## src/rtl/mem_arbiter.sv

```systemverilog
// mem_arbiter: round-robin arbiter sharing one word-addressed memory between a
// read-only fetch port (0) and a read/write data port (1), rejecting misaligned addresses.
module mem_arbiter #(
   parameter int AW = 32,
   parameter int DW = 32
) (
   input  logic          clk,
   input  logic          rst,
   input  logic          req0,
   input  logic [AW-1:0] addr0,
   output logic          done0,
   output logic          err0,
   input  logic          req1,
   input  logic          we1,
   input  logic [AW-1:0] addr1,
   input  logic [DW-1:0] wdata1,
   output logic          done1,
   output logic          err1,
   output logic [DW-1:0] rdata,
   output logic          busy,
   output logic [AW-1:0] memAddr,
   output logic [DW-1:0] memIn,
   output logic          memRead,
   output logic          memWrite,
   input  logic [DW-1:0] memOut
);
   typedef enum logic [1:0] {IDLE, ACCESS, RESP} state_t;
   state_t state, state_n;
   logic last_grant, gnt, we_q, err_q;
   logic any, sel, mis, grant;
   logic [AW-1:0] sel_addr;
   always_comb begin
      any      = req0 | req1;
      sel      = (req0 & req1) ? ~last_grant : req1;
      sel_addr = sel ? addr1 : addr0;
      mis      = sel_addr[1:0] != 2'b00;
      grant    = (state == IDLE) & any;
      state_n  = (state == IDLE)   ? (any ? (mis ? RESP : ACCESS) : IDLE) :
                 (state == ACCESS) ? RESP : IDLE;
      // strobes decode straight from state so an async reset kills an in-flight write
      memRead  = (state == ACCESS) & ~we_q;
      memWrite = (state == ACCESS) & we_q;
      done0    = (state == RESP) & ~gnt;
      done1    = (state == RESP) & gnt;
      err0     = done0 & err_q;
      err1     = done1 & err_q;
      busy     = state != IDLE;
   end
   always_ff @(posedge clk or posedge rst) begin
      if (rst) begin
         state      <= IDLE;
         last_grant <= 1'b1;
         gnt        <= 1'b0;
         we_q       <= 1'b0;
         err_q      <= 1'b0;
         memAddr    <= '0;
         memIn      <= '0;
         rdata      <= '0;
      end else begin
         state <= state_n;
         if (grant) begin
            last_grant <= sel;
            gnt        <= sel;
            we_q       <= sel & we1;
            err_q      <= mis;
            // misaligned grants never reach memory, so its address/data lines keep their old values
            if (!mis) memAddr <= sel_addr;
            if (!mis && sel) memIn <= wdata1;
         end
         if (memRead) rdata <= memOut;
      end
   end
endmodule

```

## config.mk

```make
export PLATFORM = sky130hd
export DESIGN_NAME = mem_arbiter
export DESIGN_NICKNAME = d
export VERILOG_FILES = /design/src/rtl/mem_arbiter.sv
export SDC_FILE = /design/constraint.sdc
export NUM_CORES = 1
export LEC_CHECK = 0
export ABC_CLOCK_PERIOD_IN_PS = 3700
export CAP_MARGIN = 10
export CORE_MARGIN = 5
export CORE_UTILIZATION = 30
export CTS_CLUSTER_DIAMETER = 30
export CTS_CLUSTER_SIZE = 24
export DETAILED_ROUTE_END_ITERATION = 6
export PLACE_DENSITY = 0.67
export SLEW_MARGIN = 15
export SYNTH_ARGS = -nofsm -noshare
export SYNTH_HDL_FRONTEND = slang
export SYNTH_SLANG_ARGS = --single-unit
```

## constraint.sdc

```tcl
create_clock -name clk -period 3.7 [get_ports clk]
set_clock_uncertainty 0.2 [all_clocks]
set_input_delay 0.37 -clock clk [delete_from_list [all_inputs] [get_ports clk]]
set_output_delay 0.37 -clock clk [all_outputs]
set_load 0.005 [all_outputs]
```

==> flow_metrics.py, run 1 <==
metrics = {
    "finish": {
        "seqCellArea_um2": 2550,
        "diodes": 0,
        "nNetsFinal": 639,
        "fin_area_um2": 7110,
        "n_fill_cell": 1217,
        "multi_input_area_um2": 1590,
        "area_growth_syn_to_layout_pct": 67.5,
        "layout-drive-gt1-share_pct": 29.4,
    },
    "global_routing": {
        "antenna_found_initial": 0,
        "grt_pass1_vias": 3416,
        "grt_pass1_wl_mm": 18.0,
        "gr-total-overflow": 0,
        "grt_max_degree": 85,
        "grt.total_usage_pct": 13.7,
    },
    "timing": {
        "tightestPinTransition_ns": 0.755,
        "post-route-period-util_pct": 65.2,
        "period_minus_slack_ns": 2.41,
        "fmaxAchievable_ghz": 0.415,
        "hold_viol_final": 0,
        "finalSetupViolCount": 0,
        "slew_violations": 0,
        "grt_setup_unrepaired": "no",
        "slew-limit-headroom_pct": 49.7,
        "tns_ns": 0,
        "finalWorstSetupSlack_ns": 1.29,
    },
    "clocking": {
        "ctsResizeCount": 0,
        "holdBufCountCts": 0,
        "cts_buffers": 9,
        "cts_setup_buffers": 0,
        "cts_root_buf": "clkbuf_16",
        "htree_levels": 3,
        "cts.clk_slew.worst_paths_ns": 0.06,
        "clockBufferDepth": 2,
        "cts_tree": "built",
        "clock_sinks": 102,
        "clkLatencyLatePin_ns": 0.34,
    },
    "worst_setup_path": {
        "max_stage_delay_ns": 0.56,
        "crit_chain": "clkdlybuf4s50_1 > a21boi_4 > buf_4 > and2b_2 > nand2_4 > mux2_2",
        "crit_arrival_ns": 2.44,
        "start_kind": "input pin",
        "end_kind": "flop",
        "cp_slowest_cell": "clkdlybuf4s50_1",
        "worstPathRequired_ns": 3.73,
        "worstPathMaxFanout": 32,
        "crit_type": "input pin to flop",
        "r2r_slack_ns": 1.47,
    },
    "synth": {
        "ys_seq_area_share_pct": 60.2,
        "yosysWarnings": 0,
        "syn_area_um2": 4250,
        "synth_area_per_cell_um2": 15.9,
        "ys_seq_elements": 102,
        "yosys.cell_types.count": 23,
        "netlist_instances": 267,
        "synthesis.nets": 400,
    },
    "status": {
        "status": "complete, no violations",
    },
    "placed_design": {
        "gp_congestion": 0.725,
        "place_area_um2": 6770,
        "preCtsSetupSlack_ns": 0.893,
        "dp_hpwl_mm": 8.89,
        "portBuffers": 235,
    },
    "drt": {
        "via_per_inst": 4.44,
        "wl_mm": 11.5,
        "first_pass_iters": 4,
        "dr.first_iter.drc_count": 51,
        "num_vias": 3070,
        "post_drt_wl_per_cell_um": 16.6,
        "antenna_left": 0,
        "drc": 0,
    },
    "die": {
        "initial_utilization_pct": 30.6,
        "rows": 43,
        "die_w_um": 129,
        "pin_count": 236,
        "coreArea_um2": 13900,
        "die_area_um2": 16600,
        "dieHeight_um": 129,
    },
    "pwr": {
        "p_int_uw": 3830,
        "irDropWorstVdd_mv": 0.364,
        "p_clk_share_pct": 20.8,
        "share_seq_of_total_power_pct": 38.0,
        "net-switching-power_uw": 1310,
        "swShare_pct": 25.5,
        "combPwrFrac_pct": 41.2,
        "leakagePower_uw": 0.00294,
        "power_density_nw_per_um2": 722,
    },
    "job": {
        "cap_violations": 0,
    },
    "min_path": {
        "hold_path.class": "flop to flop",
    },
}
[metal layers]
layer	routed length [µm]	global-route usage, %	vias to the layer above	share of wire, %
li1	-	-	1419	-
met2	5610	22.6	147	49
met1	4250	15.5	1488	37
met4	241	5.74	0	2.1
met5	0	0	-	0
met3	1410	6.19	16	12
[power groups by stage]
stage	Combinational [µW]	Sequential, µW	Clock (µW)
floorplan	703	1980	0
global placement	2130	1950	0
global route	2270	2030	1150
CTS	2170	1960	1100
detailed placement	2160	1970	0
finish	2120	1950	1070
[stage by stage]
stage	power (µW)	utilization [%]	instances	hold slack, ns
2_1_floorplan	2690	-	267	0.260
3_3_place_gp	4070	48.8	675	0.272
3_5_place_dp	4130	48.8	675	0.279
4_1_cts	5230	51.2	691	0.298
5_1_grt	5460	51.2	691	0.319
6_report	5130	51.2	691	0.288
[Yosys cell counts]
| cell | instances | area (µm²) |
|---|---|---|
| or2_2 | 1 | 6.26 |
| and2b_2 | 1 | 8.76 |
| buf_6 | 4 | 45.0 |
| mux2_2 | 120 | 1350 |
| a21o_1 | 2 | 15.0 |
| nand2_1 | 4 | 15.0 |
| and2_1 | 1 | 6.26 |
| mux2_1 | 4 | 45.0 |
| clkbuf_8 | 2 | 27.5 |
| dfstp_2 | 1 | 26.3 |
| nor2b_1 | 4 | 25.0 |
| dfrtp_1 | 101 | 2530 |
| mux2i_1 | 1 | 10.0 |
| and3_1 | 1 | 6.26 |
| buf_2 | 6 | 30.0 |
| nor2_4 | 1 | 11.3 |
| nand2_4 | 1 | 11.3 |
| nor2_1 | 5 | 18.8 |
| inv_1 | 2 | 7.51 |
| nand2b_1 | 2 | 12.5 |
| a22o_1 | 1 | 8.76 |
| o21bai_4 | 1 | 18.8 |
| a21boi_2 | 1 | 11.3 |
[sequential cells by signal (all words and copies together) (netlist names)]
signal,flops
memAddr,32
rdata,32
memIn,32
we_q,1
state,2
gnt,1
err_q,1
last_grant,1
[cell families (layout without fill, tap and decap cells)]
logic type | count (synthesis) | in the layout | synth area share [%]
DFF | 102 | 102 | 60.2
and+or+nand+nor | 21 | 21 | 2.86
buffers and inverters | 14 | 258 | 2.59
muxes | 125 | 125 | 33.1
AOI/OAI and AO/OA | 5 | 5 | 1.27
[layout make-up]
class | count | area share, %
flip-flops and latches | 102 | 35.9
repair buffers | 240 | 33.6
multi-input cells | 151 | 22.4
clock buffers | 9 | 3.17
well taps | 180 | 3.17
clock inverters | 7 | 1.58
inverters | 2 | 0.176
[cell usage in the layout, fill, tap and decap left out]
cell type	Yosys	layout
a21boi_4	0	1
a21o_1	2	2
a22o_1	1	1
and2_1	1	1
and2b_2	1	1
and3_1	1	1
buf_4	0	5
bufinv_16	0	3
clkbuf_16	0	9
clkdlybuf4s50_1	0	235
clkinv_2	0	3
clkinvlp_4	0	1
dfrtp_1	101	101
dfstp_2	1	1
inv_1	2	1
inv_6	0	1
mux2_1	4	4
mux2_2	120	120
mux2i_1	1	1
nand2_1	4	4
nand2_4	1	1
nand2b_1	2	2
nor2_1	5	4
nor2_2	0	1
nor2_4	1	1
nor2b_1	4	4
o21bai_4	1	1
or2_2	1	1
[final timing paths]
| path | cells after the start | to | startpoint |
|---|---|---|---|
| worst max-delay path | 6 | memIn[31] | req1 |
| worst min-delay path | 1 | memAddr[2] | memAddr[2] |
| worst max register to register | 5 | memIn[31] | last_grant |
| worst min register to register | 1 | memAddr[2] | memAddr[2] |
| max in group asynchronous | 3 | memAddr[12] | rst |
| min in group asynchronous | 2 | memIn[26] | rst |
[critical path, delay by kind of cell]
family / cells / cell delay, ns
AOI/OAI and AO/OA: 1 / 0.22
and+or+nand+nor: 2 / 0.54
buffers and inverters: 2 / 0.94
muxes: 1 / 0.36
(Power assumes the default switching activity.)
==> run 2, diff against run 1 <==
--- a/config.mk
+++ b/config.mk
@@ -5,7 +5,7 @@
 export SDC_FILE = /design/constraint.sdc
 export NUM_CORES = 1
 export LEC_CHECK = 0
-export ABC_CLOCK_PERIOD_IN_PS = 3700
+export ABC_CLOCK_PERIOD_IN_PS = 2400
 export CAP_MARGIN = 10
 export CORE_MARGIN = 5
 export CORE_UTILIZATION = 30
==> constraint.sdc (replaced) <==
create_clock -name clk -period 2.4 [get_ports clk]
set_clock_uncertainty 0.2 [all_clocks]
set_input_delay 0.24 -clock clk [delete_from_list [all_inputs] [get_ports clk]]
set_output_delay 0.24 -clock clk [all_outputs]
set_load 0.005 [all_outputs]
==> flow_metrics.py, run 2 (synthesis results as in run 1) <==
metrics = {
    "status": {
        "status": "complete, no violations",
    },
    "drt": {
        "antenna_left": 0,
        "post_drt_wl_per_cell_um": 16.6,
        "drc": 0,
        "dr.first_iter.drc_count": 70,
        "wl_mm": 11.5,
        "via_per_inst": 4.38,
        "num_vias": 3046,
        "first_pass_iters": 3,
    },
    "global_routing": {
        "grt_pass1_wl_mm": 17.7,
        "antenna_found_initial": 0,
        "grt.total_usage_pct": 13.7,
        "gr-total-overflow": 0,
        "grt_pass1_vias": 3407,
        "grt_max_degree": 44,
    },
    "finish": {
        "diodes": 0,
        "layout_commonest_cell": "clkdlybuf4s50_1",
        "layout-drive-gt1-share_pct": 29.7,
        "reg_top3": "memAddr (32), memIn (32), rdata (32)",
        "n_fill_cell": 1186,
        "layout_common_cells": "clkdlybuf4s50_1, mux2_2, dfrtp_1, clkbuf_16, buf_4",
        "nNetsFinal": 643,
        "area_growth_syn_to_layout_pct": 69.1,
        "fin_area_um2": 7180,
    },
    "timing": {
        "finalSetupViolCount": 0,
        "slew-limit-headroom_pct": 62.8,
        "fmaxAchievable_ghz": 0.471,
        "slew_violations": 0,
        "post-route-period-util_pct": 88.6,
        "tightestPinTransition_ns": 0.558,
        "tns_ns": 0,
        "period_minus_slack_ns": 2.13,
        "hold_viol_final": 0,
        "grt_setup_unrepaired": "no",
    },
    "worst_setup_path": {
        "crit_type": "flop to output pin",
        "critPathCapture": "err1",
        "r2r_slack_ns": 0.43,
        "end_kind": "output pin",
        "worstPathMaxFanout": 4,
        "timing.rr.start": "state[1]",
        "worstPathRequired_ns": 1.96,
        "start_kind": "flop",
        "crit_arrival_ns": 1.69,
        "reg2reg_depth": 5,
        "r2r-end": "memAddr[14]",
        "critPathLaunch": "state[0]",
    },
    "clocking": {
        "htree_levels": 3,
        "cts_buffers": 9,
        "cts.clk_slew.worst_paths_ns": 0.07,
        "clockBufferDepth": 2,
        "holdBufCountCts": 0,
        "cts_tree": "built",
        "clkLatencyLatePin_ns": 0.34,
        "cts_setup_buffers": 0,
        "ctsResizeCount": 0,
        "clock_sinks": 102,
        "cts_root_buf": "clkbuf_16",
    },
    "placed_design": {
        "portBuffers": 235,
        "gp_congestion": 0.766,
        "place_area_um2": 6840,
        "dp_hpwl_mm": 8.94,
    },
    "job": {
        "cap_violations": 0,
    },
    "die": {
        "initial_utilization_pct": 30.6,
        "die_w_um": 129,
        "dieHeight_um": 129,
        "coreArea_um2": 13900,
        "die_area_um2": 16600,
        "pin_count": 236,
        "rows": 43,
    },
    "pwr": {
        "irDropWorstVdd_mv": 0.512,
        "total_power_uw": 7930,
        "leakagePower_uw": 0.00296,
        "power_density_nw_per_um2": 1110,
    },
    "min_path": {
        "hold_path.class": "input pin to asynchronous set/reset pin",
    },
}
## run 2: final cells by class
cell class / instances / area [µm²] / share of cell area [%]
sequential: 102 / 2550 / 35.6
timing repair buffer: 244 / 2460 / 34.2
multi-input combinational: 151 / 1590 / 22.2
clock buffer: 10 / 229 / 3.19
tap: 180 / 225 / 3.14
clock inverter: 6 / 110 / 1.53
inverter: 2 / 11.3 / 0.157
## run 2: routing by layer
layer  up-vias  wire [µm]  track usage, %  part of all wire (%)
met1      1463       4320            15.2                    38
li1       1424          -               -                     -
met2       142       5610            22.6                    49
met5         -          0               0                     0
met3        17       1350            6.39                    12
met4         0        239            6.05                   2.1
## run 2: how the worst min path moves through the flow
stage / depth (start not counted) / end / startpoint
floorplan: 1 / we_q / we1
global placement: 1 / memAddr[5] / memAddr[5]
detailed placement: 1 / memAddr[5] / memAddr[5]
CTS: 3 / memIn[16] / rst
global route: 3 / memIn[8] / rst
finish: 3 / memIn[19] / rst
## run 2: metrics by stage
step | instances | hold slack [ns] | utilization [%] | setup slack (ns)
finish | 695 | 0.156 | 51.7 | 0.275
global route | 695 | 0.181 | 51.7 | 0.0700
CTS | 695 | 0.158 | 51.7 | 0.244
detailed placement | 679 | 0.278 | 49.3 | 0.0180
global placement | 679 | 0.272 | 49.3 | 0.0746
floorplan | 267 | 0.180 | - | 0.532
## run 2: worst max-delay path, stage by stage, from the launching register on
cell             delay [ns]
dfrtp_1                0.39
nor2b_1                0.23
and3_1                 0.20
clkdlybuf4s50_1        0.53
## run 2: power by group
part / internal, µW / switching (µW) / total [µW]
Combinational: 2340 / 938 / 3280
Clock: 1020 / 640 / 1660
Sequential: 2560 / 430 / 2990
==> run 3, diff against run 2 <==
--- a/config.mk
+++ b/config.mk
@@ -13,7 +13,7 @@
 export CTS_CLUSTER_SIZE = 24
 export DETAILED_ROUTE_END_ITERATION = 6
 export PLACE_DENSITY = 0.67
-export SLEW_MARGIN = 15
+export SLEW_MARGIN = 10
 export SYNTH_ARGS = -nofsm -noshare
 export SYNTH_HDL_FRONTEND = slang
 export SYNTH_SLANG_ARGS = --single-unit
==> results of run 3 <==
The final DEF is identical to that of run 2; final timing and power are the same.
